`config.mk`:
```
export PLATFORM = sky130hd
export DESIGN_NAME = pc_unit
export DESIGN_NICKNAME = d
export VERILOG_FILES = /design/src/rtl/pc_unit.sv
export SDC_FILE = /design/constraint.sdc
export NUM_CORES = 1
export LEC_CHECK = 0
export ABC_AREA = 1
export CAP_MARGIN = 20
export CORE_MARGIN = 10
export CORE_UTILIZATION = 55
export DETAILED_ROUTE_END_ITERATION = 10
export DONT_BUFFER_PORTS = 1
export PLACE_DENSITY = 0.73
export SYNTH_ARGS = -nofsm -noshare
export SYNTH_HDL_FRONTEND = slang
export SYNTH_SLANG_ARGS = --single-unit
```
`constraint.sdc`:
```
create_clock -name clk -period 2.6 [get_ports clk]
set_input_delay 0 -clock clk [delete_from_list [all_inputs] [get_ports clk]]
set_output_delay 0 -clock clk [all_outputs]
set_load 0.01 [all_outputs]
```
`src/rtl/pc_unit.sv`:
```
// -----------------------------------------------------------------------------
// pc_unit -- program counter for the MIPS fetch stage.
//
// Holds the current fetch address. Each non-stalled cycle it advances by STEP
// or redirects on ret, call, jump or a taken branch, in that priority order.
// Calls push their return address onto a small circular return-address stack
// (RAS) and rets pop it. instValid is low for the bubble cycle after a redirect.
//
// Ports
//   clk          rising-edge clock
//   rst          synchronous, active-high reset
//   stall        hold PC, RAS and instValid; ignore all requests
//   branchTaken  redirect to (currentInst + STEP) + branchOffset
//   branchOffset two's-complement byte offset
//   jump         redirect to jumpTarget
//   jumpTarget   absolute target for jump and call
//   call         redirect to jumpTarget and push currentInst + STEP
//   ret          pop the RAS and redirect there (currentInst + STEP if empty)
//   currentInst  registered fetch address
//   nextInst     combinational value currentInst takes at the next edge
//   instValid    registered; currentInst is a real fetch, not a bubble
//   rasEmpty     RAS count is zero
//   rasFull      RAS count equals RAS_DEPTH
//   rasError     one-cycle pulse after an overflowing push or an empty pop
// -----------------------------------------------------------------------------
module pc_unit #(
  parameter int               WIDTH     = 16,
  parameter int               STEP      = 2,
  parameter logic [WIDTH-1:0] RESET_PC  = '0,
  parameter int               RAS_DEPTH = 4
) (
  input  logic             clk,
  input  logic             rst,
  input  logic             stall,
  input  logic             branchTaken,
  input  logic [WIDTH-1:0] branchOffset,
  input  logic             jump,
  input  logic [WIDTH-1:0] jumpTarget,
  input  logic             call,
  input  logic             ret,
  output logic [WIDTH-1:0] currentInst,
  output logic [WIDTH-1:0] nextInst,
  output logic             instValid,
  output logic             rasEmpty,
  output logic             rasFull,
  output logic             rasError
);

  localparam int PTR_W = $clog2(RAS_DEPTH);
  localparam int CNT_W = $clog2(RAS_DEPTH + 1);
  localparam logic [PTR_W-1:0] PTR_MAX = PTR_W'(RAS_DEPTH - 1);
  localparam logic [CNT_W-1:0] CNT_MAX = CNT_W'(RAS_DEPTH);

  // Explicit wrap so a non-power-of-two depth still forms a proper ring.
  function automatic logic [PTR_W-1:0] ptr_inc(input logic [PTR_W-1:0] p);
    return (p == PTR_MAX) ? '0 : p + 1'b1;
  endfunction

  function automatic logic [PTR_W-1:0] ptr_dec(input logic [PTR_W-1:0] p);
    return (p == '0) ? PTR_MAX : p - 1'b1;
  endfunction

  logic [WIDTH-1:0] pc_q, pc_d;
  logic             valid_q, valid_d;
  logic [PTR_W-1:0] top_q, top_d;   // index of the newest entry
  logic [CNT_W-1:0] cnt_q, cnt_d;
  logic             err_q, err_d;
  logic [WIDTH-1:0] ras_q [RAS_DEPTH];

  logic [WIDTH-1:0] seq;
  logic [PTR_W-1:0] push_ptr;
  logic             push_en;

  assign seq      = pc_q + WIDTH'(STEP);
  // A push into a full ring lands on the oldest slot, overwriting it.
  assign push_ptr = ptr_inc(top_q);

  // NOTE: every variable gets a default before the if-chain so no path leaves
  // one unassigned, which would otherwise infer a latch.
  always_comb begin
    pc_d    = pc_q;
    valid_d = valid_q;
    top_d   = top_q;
    cnt_d   = cnt_q;
    err_d   = 1'b0;
    push_en = 1'b0;

    if (rst) begin
      // Pending push/pop is discarded; nextInst already shows RESET_PC.
      pc_d    = RESET_PC;
      valid_d = 1'b0;
      top_d   = PTR_MAX;
      cnt_d   = '0;
    end else if (!stall) begin
      valid_d = 1'b0;  // any redirect below leaves a bubble
      if (ret) begin
        if (cnt_q != '0) begin
          pc_d  = ras_q[top_q];
          top_d = ptr_dec(top_q);
          cnt_d = cnt_q - 1'b1;
        end else begin
          pc_d  = seq;
          err_d = 1'b1;
        end
      end else if (call) begin
        pc_d    = jumpTarget;
        push_en = 1'b1;
        top_d   = push_ptr;
        if (cnt_q == CNT_MAX) err_d = 1'b1;
        else                  cnt_d = cnt_q + 1'b1;
      end else if (jump) begin
        pc_d = jumpTarget;
      end else if (branchTaken) begin
        pc_d = seq + branchOffset;
      end else begin
        pc_d    = seq;
        valid_d = 1'b1;
      end
    end
  end

  // NOTE: sequential state uses non-blocking assignments so every register
  // samples its pre-edge value regardless of statement order.
  always_ff @(posedge clk) begin
    if (rst) begin
      pc_q    <= RESET_PC;
      valid_q <= 1'b0;
      top_q   <= PTR_MAX;
      cnt_q   <= '0;
      err_q   <= 1'b0;
    end else begin
      pc_q    <= pc_d;
      valid_q <= valid_d;
      top_q   <= top_d;
      cnt_q   <= cnt_d;
      err_q   <= err_d;
    end
  end

  // NOTE: the stack storage has no reset; count alone defines which entries
  // are live, so clearing the array would only add reset fan-out.
  always_ff @(posedge clk) begin
    if (push_en) ras_q[push_ptr] <= seq;
  end

  assign currentInst = pc_q;
  assign nextInst    = pc_d;
  assign instValid   = valid_q;
  assign rasEmpty    = (cnt_q == '0);
  assign rasFull     = (cnt_q == CNT_MAX);
  assign rasError    = err_q;

endmodule

```
==> impl_metrics.tcl <==
set metrics [dict create \
    status "finished, violations left" \
    violations "negative hold slack, negative setup slack" \
    ys.warnings.count 0 \
    num_vias 5417 \
    yosysUniqueCellTypes 39 \
    fill_cells 606 \
    cts.sinks 89 \
    vias_per_cell 5.99 \
    synth_flop_cell "edfxtp_1" \
    finalPower_mw 3.95 \
    grt_max_degree 42 \
    cts_tree "done" \
    avgSynthCellArea_sq_um 8.05 \
    clk_latency_ps 370 \
    dp_cells 851 \
    postLayoutCoreUtil_pct 78.2 \
    min_from "branchTaken" \
    synth-edff-count 64 \
    syn-cell-area_sq_um 5280 \
    die_w_um 118 \
    netlist_instances 656 \
    cts_max_level 3 \
    syn_nets 720 \
    dp_worst_setup_slack_ps -202 \
    cts_buffers 9 \
    ys_seq_area_share_pct 45.9 \
    total_leakage_power_nw 2.99 \
    crit_fanout 4 \
    drtIter0Drc 653 \
    skew_ps 16.4 \
    cap_violations 0 \
    dr.pass1.iters 6 \
    hold_depth 5 \
    hold-path-endpoint "currentInst[13]" \
    dp_hpwl_um 12400 \
    final_nets 834 \
    ys_ff_latch 89 \
    stdcell_count 904 \
    drc 0 \
    drive_gt1_share_pct 35.6 \
    clk_pin_slew_worst_paths_ps 110 \
    maxSlewViolCount 0 \
    hold_ws_ps -14.2 \
    finalCritPeriodShare_pct 118 \
    track_usage_pct 24.4 \
    worst-r2r-setup-slack_ps -410 \
    die_y_um 118 \
    critical_path_class "reg2out" \
    portBuffers 0 \
    std_cell_rows 35 \
    drt-met1-wl_um 6890 \
    setup_ws_ps -471 \
    yosysMostFrequentCell "nand2_1" \
    grt-ovfl-total 0 \
    synth_commonest_cells "nand2_1, inv_1, a21oi_1" \
    antenna_found_initial 0 \
    hold_path_class "in2reg" \
    met3_length_um 1830 \
    cp-end-kind "output pin" \
    rsz0062_at_grt "yes" \
    top_layer_used "met4" \
    async_reset_ff_share_pct 0 \
    yosys.area.top_type "edfxtp_1" \
    synth_area_leaders "edfxtp_1, nand2_1, dfxtp_1" \
    met2_length_um 8860 \
    diodes 0 \
    stdcell_area_sq_um 7260 \
    rr_worst_depth 23 \
    hold_viol_final 1 \
    powerDensity_nw_per_um2 545 \
    period_needed_ps 3070 \
    tightest_slew_ps 857 \
    max-vdd-ir-drop_mv 0.295 \
    routedWlPerCell_um 20.7 \
    place_area_sq_um 6010 \
    required_ps 2600 \
    r2r-start "currentInst[1]" \
    finalSetupViolations 21 \
    coreArea_sq_um 9280 \
    antenna_left 0 \
    slew_headroom_pct 42.8 \
    synth_top_area_share_pct 36.4 \
    die_area_sq_um 13900 \
    fmax_mhz 326 \
    routabilityCongestion 0.932 \
    initial_utilization_pct 56.9 \
    io_pins 75 \
    grt_pass1_wl_um 27100 \
    drt-total-wl_um 18700 \
    arrival_ps 3070 \
    area_delta_synth_final_pct 37.5 \
    clockBufferDepth 2 \
    cts_root_buf "clkbuf_8" \
    start_kind "flop" \
    worstReg2RegEnd "currentInst[15]" \
    grt_pass1_vias 5159 \
]
## routing by layer
metal  vias up  global-route usage (%)
li1       2460                       -
met1      2527                    28.1
met2       331                    40.9
met3        99                    6.38
met4         0                    12.1
met5         -                       0
## registers in the layout, indices dropped and copies added (netlist names), named ones only
name         flops
currentInst     16
top_q            2
ras_q           64
cnt_q            3
instValid        1
rasError         1
## how the worst max path moves through the flow
stage                    from  slack [ps]           end
5_1_grt        currentInst[1]        -580  nextInst[13]
3_3_place_gp   currentInst[2]        -190  nextInst[14]
2_1_floorplan  currentInst[2]          70  nextInst[14]
4_1_cts        currentInst[2]        -370  nextInst[15]
6_report       currentInst[1]        -470  nextInst[15]
3_5_place_dp   currentInst[2]        -200   nextInst[8]
## critical path, stage by stage, from the launching register on
cell	delay, ps
dfxtp_4	390
ha_4	160
nand3_4	90
nor2_4	150
inv_2	80
nor2_4	170
xor2_4	280
ha_4	250
nand2_4	60
inv_4	40
nand2_2	50
nand2_2	60
a21oi_2	180
nand2_2	110
inv_1	80
nand2_1	50
nand3_1	80
nand2_1	50
nand2_1	70
nand2_2	70
a21oi_2	110
buf_4	130
## stage by stage
| step | hold slack, ps | TNS (ps) |
|---|---|---|
| 2_1_floorplan | 50.3 | 0 |
| 5_1_grt | 25.1 | -8300 |
| 3_5_place_dp | 83.0 | -1710 |
| 4_1_cts | -11.3 | -3600 |
| 6_report | -14.2 | -5480 |
| 3_3_place_gp | 81.2 | -1170 |
## cell usage in the layout (no fill, tap or decap), drive strengths merged, types with 2 or more instances in the layout
| cell type | Yosys | final |
|---|---|---|
| a211oi | 2 | 2 |
| a21oi | 74 | 74 |
| a31oi | 4 | 4 |
| a32oi | 2 | 2 |
| buf | 4 | 114 |
| clkbuf | 19 | 9 |
| clkinv | 1 | 3 |
| clkinvlp | 0 | 2 |
| dfxtp | 25 | 25 |
| dlygate4sd3 | 0 | 12 |
| edfxtp | 64 | 64 |
| fa | 2 | 2 |
| ha | 23 | 23 |
| inv | 77 | 80 |
| nand2 | 143 | 143 |
| nand3 | 29 | 29 |
| nand3b | 3 | 3 |
| nand4 | 5 | 5 |
| nor2 | 65 | 65 |
| nor3 | 7 | 7 |
| o211ai | 4 | 4 |
| o21ai | 72 | 72 |
| o21bai | 2 | 2 |
| o221ai | 5 | 5 |
| o22ai | 7 | 7 |
| xnor2 | 6 | 6 |
| xor2 | 6 | 6 |
## report_power, final
group,switching [mW],total [mW],internal (mW),leakage (nW)
combinational,0.807,1.40,0.589,2.10
clock,0.571,0.939,0.368,0.0899
sequential,0.0406,1.62,1.58,0.798
## logic make-up (layout without fill, tap and decap cells)
family | Yosys count | in the layout | share of synthesized area (%)
AOI/OAI and AO/OA | 177 | 177 | 18.4
xor gates and xnor gates | 12 | 12 | 2.13
adders and majority gates | 25 | 25 | 6.21
buffers and inverters | 101 | 220 | 7.39
DFF | 89 | 89 | 45.9
and+or+nand+nor | 252 | 252 | 20.0
## timing repair
item / CTS / global route
pin swaps: 35 / 57
cloned: 0 / 0
hold buffers: 12 / 0
endpoints found under the hold margin: 15 / 0
gates resized for setup: 92 / 87
endpoints found under the setup margin: 20 / 26
buffers inserted: 17 / 8
## layout make-up
cell class                 instances  area (sq um)  share of cell area [%]
multi-input combinational        466          3160                    43.5
clock inverter                     7          63.8                   0.879
tap                              129           161                    2.22
sequential                        89          2440                    33.7
timing repair buffer             126          1010                    13.9
inverter                          78           300                    4.14
clock buffer                       9           124                    1.71
Note: power is estimated with default switching activity, not from simulation.
